`config.mk`:
```
export PLATFORM = sky130hd
export DESIGN_NAME = pixel_stream_loader
export DESIGN_NICKNAME = d
export VERILOG_FILES = /design/src/rtl/pixel_stream_loader.sv
export SDC_FILE = /design/constraint.sdc
export NUM_CORES = 1
export LEC_CHECK = 0
export BUFFER_PORTS_ARGS = -buffer_cell sky130_fd_sc_hd__buf_2
export CORE_AREA = 3 3 86 88
export CTS_CLUSTER_SIZE = 24
export DETAILED_ROUTE_END_ITERATION = 10
export DIE_AREA = 0 0 89 91
export PLACE_DENSITY = 0.62
export SLEW_MARGIN = 30
export SYNTH_ARGS = -nofsm -noshare
export SYNTH_HDL_FRONTEND = slang
export SYNTH_SLANG_ARGS = --single-unit
```
`constraint.sdc`:
```
create_clock -name clk_i -period 3 [get_ports clk_i]
set_input_delay 0.15 -clock clk_i [delete_from_list [all_inputs] [get_ports clk_i]]
set_output_delay 0.15 -clock clk_i [all_outputs]
set_load 0.005 [all_outputs]
```
`src/rtl/pixel_stream_loader.sv`:
```
`default_nettype none
// ============================================================================
// Module      : pixel_stream_loader
// Description : Assembles a host byte stream into RGB888 or 8-bit gray pixels,
//               strobes each pixel into the gray/Sobel datapath and pulses
//               finish once a full frame of IMG_WIDTH*IMG_HEIGHT pixels is out.
// Revision    : 1.0 - initial release
// ============================================================================
module pixel_stream_loader #(
  parameter int PIXEL_BITS = 24,
  parameter int IMG_WIDTH  = 640,
  parameter int IMG_HEIGHT = 480,
  parameter int CNT_BITS   = $clog2(IMG_WIDTH*IMG_HEIGHT+1)
) (
  input  logic                  clk_i,
  input  logic                  reset_i,
  input  logic                  frame_start_i,
  input  logic [1:0]            select_i,
  input  logic [7:0]            byte_i,
  input  logic                  byte_valid_i,
  output logic                  byte_ready_o,
  output logic [PIXEL_BITS-1:0] pixel_o,
  output logic                  start_o,
  output logic                  finish_o,
  output logic [1:0]            select_o,
  output logic                  busy_o
);

  localparam logic [CNT_BITS-1:0] PIX_TOTAL = CNT_BITS'(IMG_WIDTH*IMG_HEIGHT);
  localparam logic [1:0]          SEL_GRAY  = 2'b01;

  typedef enum logic [1:0] {
    ST_IDLE   = 2'd0,
    ST_LOAD   = 2'd1,
    ST_FINISH = 2'd2
  } state_t;

  state_t                state_q, state_d;
  logic [1:0]            idx_q, idx_d;
  logic [CNT_BITS-1:0]   cnt_q, cnt_d;
  logic [1:0]            select_q, select_d;
  logic [7:0]            byte0_q, byte0_d;
  logic [7:0]            byte1_q, byte1_d;
  logic [PIXEL_BITS-1:0] pixel_q, pixel_d;
  logic                  start_q, start_d;
  logic                  ready;
  logic                  xfer;

  // Ready only while loading and the frame is not yet complete; once the last
  // pixel is counted (its start cycle) ready drops so no extra bytes enter.
  assign ready        = (state_q == ST_LOAD) && (cnt_q != PIX_TOTAL);
  assign xfer         = ready && byte_valid_i;
  assign byte_ready_o = ready;
  assign pixel_o      = pixel_q;
  assign start_o      = start_q;
  assign finish_o     = (state_q == ST_FINISH);
  assign select_o     = select_q;
  assign busy_o       = (state_q != ST_IDLE);

  // Next-state, byte assembly and pixel counting.
  always_comb begin
    state_d  = state_q;
    idx_d    = idx_q;
    cnt_d    = cnt_q;
    select_d = select_q;
    byte0_d  = byte0_q;
    byte1_d  = byte1_q;
    pixel_d  = pixel_q;
    start_d  = 1'b0;
    case (state_q)
      ST_IDLE: begin
        if (frame_start_i) begin
          state_d  = ST_LOAD;
          select_d = select_i;
          idx_d    = 2'd0;
          cnt_d    = '0;
        end
      end
      ST_LOAD: begin
        if (cnt_q == PIX_TOTAL) begin
          // Last pixel's strobe is on the bus this cycle; finish follows next.
          state_d = ST_FINISH;
        end else if (xfer) begin
          if (select_q == SEL_GRAY) begin
            pixel_d = PIXEL_BITS'(byte_i);
            start_d = 1'b1;
            cnt_d   = cnt_q + CNT_BITS'(1);
            idx_d   = 2'd0;
          end else begin
            case (idx_q)
              2'd0: begin
                byte0_d = byte_i;
                idx_d   = 2'd1;
              end
              2'd1: begin
                byte1_d = byte_i;
                idx_d   = 2'd2;
              end
              default: begin
                pixel_d = PIXEL_BITS'({byte0_q, byte1_q, byte_i});
                start_d = 1'b1;
                cnt_d   = cnt_q + CNT_BITS'(1);
                idx_d   = 2'd0;
              end
            endcase
          end
        end
      end
      ST_FINISH: begin
        state_d = ST_IDLE;
      end
      default: begin
        state_d = ST_IDLE;
      end
    endcase
  end

  // State and datapath registers; reset aborts any frame in progress.
  always_ff @(posedge clk_i) begin
    if (reset_i) begin
      state_q  <= ST_IDLE;
      idx_q    <= 2'd0;
      cnt_q    <= '0;
      select_q <= 2'b00;
      byte0_q  <= 8'h00;
      byte1_q  <= 8'h00;
      pixel_q  <= '0;
      start_q  <= 1'b0;
    end else begin
      state_q  <= state_d;
      idx_q    <= idx_d;
      cnt_q    <= cnt_d;
      select_q <= select_d;
      byte0_q  <= byte0_d;
      byte1_q  <= byte1_d;
      pixel_q  <= pixel_d;
      start_q  <= start_d;
    end
  end

endmodule
`default_nettype wire

```
After elaboration in Yosys (flattened, before gate mapping):

Cells that the tools add are included.

* bits of input ports: 14
* register bits: 66
* logic and storage cells: 59

* mux-type cells: 19
* reductions and logical operators: 15
* add/sub/neg operators: 1
* bitwise operators: 4
* equality and inequality tests: 12

Operators by type and width (number)
* 19-bit two-way mux: 5
* 24-bit two-way mux: 2
* 19-bit case mux with 2 select lines: 1
* 19-bit by 1-bit adder with 19-bit output (second input constant): 1
* 19-bit equality test (second input constant): 1
* 19-bit != test (second input constant): 1
* 5-bit AND reduction: 3
* 2-bit two-way mux: 6
* 2-bit case mux with 2 select lines: 3
* 4-bit AND reduction: 2
* 2-bit by 1-bit equality test with 1-bit output (second input constant): 3
* 2-bit != test (second input constant): 3
* 2-bit logical NOT: 2
* 2-bit by 1-bit != test with 1-bit output (second input constant): 2
* 1-bit inverter: 4
* 2-bit AND reduction: 2
* 2-bit nonzero test: 2
* 4-bit OR reduction: 1
* 3-bit by 2-bit != test with 1-bit output (second input constant): 1
* 2-bit equality test (second input constant): 1
* 1-bit logical AND: 2
* 1-bit two-way mux: 2
* 2-bit OR reduction: 1

Logic depth before layout (Yosys ltp):

* word-level depth: 7
* mapped depth: 10

Least setup slack after synthesis:

No wires, ideal clock.

* kind: reg2reg
* from: register cnt_q[9]
* to: register byte0_q[0]
* path buffers: 2
* data arrival time: 2108 ps
* slack: 820 ps
* stages on the path, launching flop included: 8
* clock period less this slack: 2180 ps
* cells stage by stage: dfxtp_1 or4_1 or4_1 buf_6 nor3_4 or4_1 buf_6 mux2i_1

* word-level cells in the longest chain between the ends: 4
* elaborated cells between the ends (all ways): 6

RTL lines
* start, declared: RTL line 40 `logic [CNT_BITS-1:0] cnt_q, cnt_d;`
* start signal, assigned: RTL line 132 `cnt_q <= cnt_d;`
* 19-bit != test: RTL line 51 `assign ready = (state_q == ST_LOAD) && (cnt_q != PIX_TOTAL);`
* 1-bit logical AND: RTL line 51
* 1-bit logical AND: RTL line 52 `assign xfer = ready && byte_valid_i;`
* 5-bit AND reduction (no source line) *
* end signal, assigned: RTL line 134 `byte0_q <= byte0_d;`
* end, declared: RTL line 42 `logic [7:0] byte0_q, byte0_d;`

Mark *: on every way between the ends. The rest lies on a longest branch, timed or not.
A chain may end at the register's enable or synchronous reset.

Final worst setup path:

* from: register cnt_q[9]
* to: register pixel_q[1] (netlist: pixel_o[1])

* word-level cells in the longest chain between the ends: 4
* elaborated cells between the ends (all ways): 6

RTL lines
* 19-bit != test: RTL line 51
* 1-bit logical AND: RTL line 51
* 1-bit logical AND: RTL line 52
* 4-bit AND reduction (no source line) *
* end signal, assigned: RTL line 136 `pixel_q <= pixel_d;`
* end, declared: RTL line 44 `logic [PIXEL_BITS-1:0] pixel_q, pixel_d;`

Marked as above.

==> metrics <==
Sink Count 66; met3 global-route usage 0.0318; asr flop ratio synth 0; Clock Latency Late Sink 0.34 ns; unrepaired setup endpoints after global routing false; Critical Path AT 2.68 ns; RR Startpoint cnt_q[9]; worst path cell trace or4_1, or4_1, o211a_1, buf_4, mux2i_1, nor2_1; period utilization 0.823; setup_tns 0 ns; cts hold-fix bufs 0; Hold Path Origin select_i[0]; hpwl dp 5210 um; Area Overhead vs Synth 15.5%; first drt pass iteration count 5; GRT Util Overall 0.196; row cnt 30; via count 2762; Worst Hold Class in2reg; cts bufs inserted 9; Max Freq 405 MHz; largest net degree at the start of global routing 42; WL/cell 16.3 um; Max-Slew Margin vs Limit 0.553; vias in the first global route 2422; drt drc 0; I/O pins 44; ys flop type dfxtp_1; Die ar. 8100 sq um; Final #Nets 406; PostCTS Resize Cnt 0; r2r setup slk 0.53 ns; Most common cell on crit path or4_1; fraction of final layout cells with drive strength greater than 1 0.192; reg2reg path depth 6; max_cap viols 0; hold endpoint select_o[0]; P per Cell Area 542 nW/um^2; htree depth 3; drt initial violations 286; Core Area 6720 sq um; Leak Pwr 1.33 nW; CP endpoint kind flop; gr ovfl total 0; commonest cells after routing, fill and taps aside dfxtp_1, nand2_1, buf_2; number of synthesized flops with an enable pin 0; Setup WS post-layout 0.531 ns; Hold Vio Cnt, Final 0; final wirelength 7750 um; worst vdd ir 0.298 mV; GR Util met2 0.259; die extent in x 89 um; Post-CTS Setup Bufs 0; slowest stage delay, CP 0.61 ns; initial core utilization 0.447; synthesized cell area 3000 sq um; GRT busiest layer met1; Yosys cell types 52; Mapped Nets 372; Hold Path Stages 3; Final Slew Violations 0; pre-CTS setup slack 0.546 ns; Worst-Margin Slew 0.670 ns; first-pass GRT wire length 12400 um; Synth Warn # 0; CP Data Required Time 3.21 ns; status finished, final reports clean; Via density 5.81; Antenna Cells 0; CTS tree built; final setup fails 0; Setup crit start kind flop; crit path max fanout 41; routing usage on met1 0.307; Root Driver clkbuf_8; Synth Area per Inst 8.44 sq um; clk buf depth 2; sequential-to-total area share from yosys stat 0.440; Setup Crit Path Kind reg2reg; reg2reg end pixel_o[1]; Final GP Congestion 0.925; slowest cell on the critical path or4_1; PortBufs 43; initial antenna violation count 0; fin crit period 2.47 ns; Routed Antenna Nets 0; CTS clk-pin slew, worst paths 0.07 ns; Die Y 91 um; Gate Count Post-Synth 356; commonest non-fill, non-tap cell in the layout dfxtp_1; Synth Register Bits 66; skew final 0.00967 ns
synthesized netlist by cell type, types with 2 or more instances:
cell	count	area (sq um)
a21oi_1	10	50.1
a221oi_1	2	17.5
a22oi_1	2	15.0
a2bb2oi_1	2	17.5
a311oi_1	4	35.0
a31o_2	2	17.5
a31oi_1	3	18.8
a41oi_1	3	26.3
and2_1	4	25.0
and3_1	4	25.0
and4_1	2	17.5
buf_2	3	15.0
buf_6	4	45.0
clkbuf_1	20	75.1
dfxtp_1	66	1320
ha_1	2	25.0
inv_1	8	30.0
mux2i_1	16	160
nand2_1	51	191
nand2b_1	2	12.5
nand3_1	34	170
nand4_1	3	18.8
nor2_1	18	67.6
nor2b_1	3	18.8
nor3_1	6	30.0
nor4_1	7	43.8
o2111ai_1	2	17.5
o211ai_1	5	37.5
o21a_1	2	15.0
o21ai_0	23	115
o21ai_1	8	40.0
o311ai_0	3	26.3
o31ai_1	5	37.5
o41ai_1	2	17.5
or3_1	5	31.3
or4_1	4	30.0
layout make-up:
class,count,area [sq um]
fillers,625,3250
multi-input cells,252,1500
flip-flops and latches,66,1320
repair buffers,52,283
clock buffers,10,138
well taps,80,100
clock inverters,6,90.1
inverters,9,33.8
power by group:
group | internal (mW) | leakage [nW] | switching, mW
logic | 0.0452 | 0.686 | 0.0953
registers | 0.886 | 0.533 | 0.00698
clock network | 0.492 | 0.112 | 0.353
total | 1.42 | 1.33 | 0.456
cell families after synthesis:
| group | Yosys count | synth area share |
|---|---|---|
| compound gates | 85 | 0.193 |
| buf+inv | 38 | 0.0600 |
| fa+ha+maj | 2 | 0.00833 |
| flops | 66 | 0.440 |
| mux | 16 | 0.0533 |
| simple gates | 149 | 0.245 |
state kept, by name (all words and copies together), names as in the netlist:
register and cells:
cnt_q 19, state_q 2, select_o 2, byte1_q 8, idx_q 2, byte0_q 8, pixel_o 24, start_o 1
layer usage:
metal | part of all wire | wire (um) | vias to the layer above
met5 | 0 | 0 | -
met4 | 0.022 | 172 | 0
met3 | 0.069 | 536 | 16
met2 | 0.40 | 3130 | 140
met1 | 0.51 | 3920 | 1245
li1 | - | - | 1361
worst max-delay path, delay by kind of cell (launching register included):
| family | cells | cell delay [ns] |
|---|---|---|
| simple gates | 3 | 1.18 |
| flops | 1 | 0.36 |
| compound gates | 1 | 0.33 |
| buf+inv | 1 | 0.27 |
| mux | 1 | 0.20 |
worst max-delay path by stage:
stage,startpoint,endpoint,slack (ns)
floorplan,cnt_q[9],byte0_q[0],0.82
CTS,cnt_q[8],pixel_o[7],0.54
finish,cnt_q[9],pixel_o[1],0.53
global placement,cnt_q[9],pixel_o[2],0.60
global route,cnt_q[9],pixel_o[23],0.38
detailed placement,cnt_q[9],pixel_o[7],0.55
metrics by stage:
step                power (mW)  instances  utilization  hold WS, ns  instance area [sq um]
floorplan                 1.00        356            -        0.286                   3000
global placement          1.05        459        0.482        0.393                   3240
detailed placement        1.05        459        0.482        0.397                   3240
CTS                       1.89        475        0.516       0.0305                   3470
global route              1.94        475        0.516       0.0609                   3470
finish                    1.88        475        0.516       0.0429                   3470
Note: power is estimated with default switching activity, not from simulation.
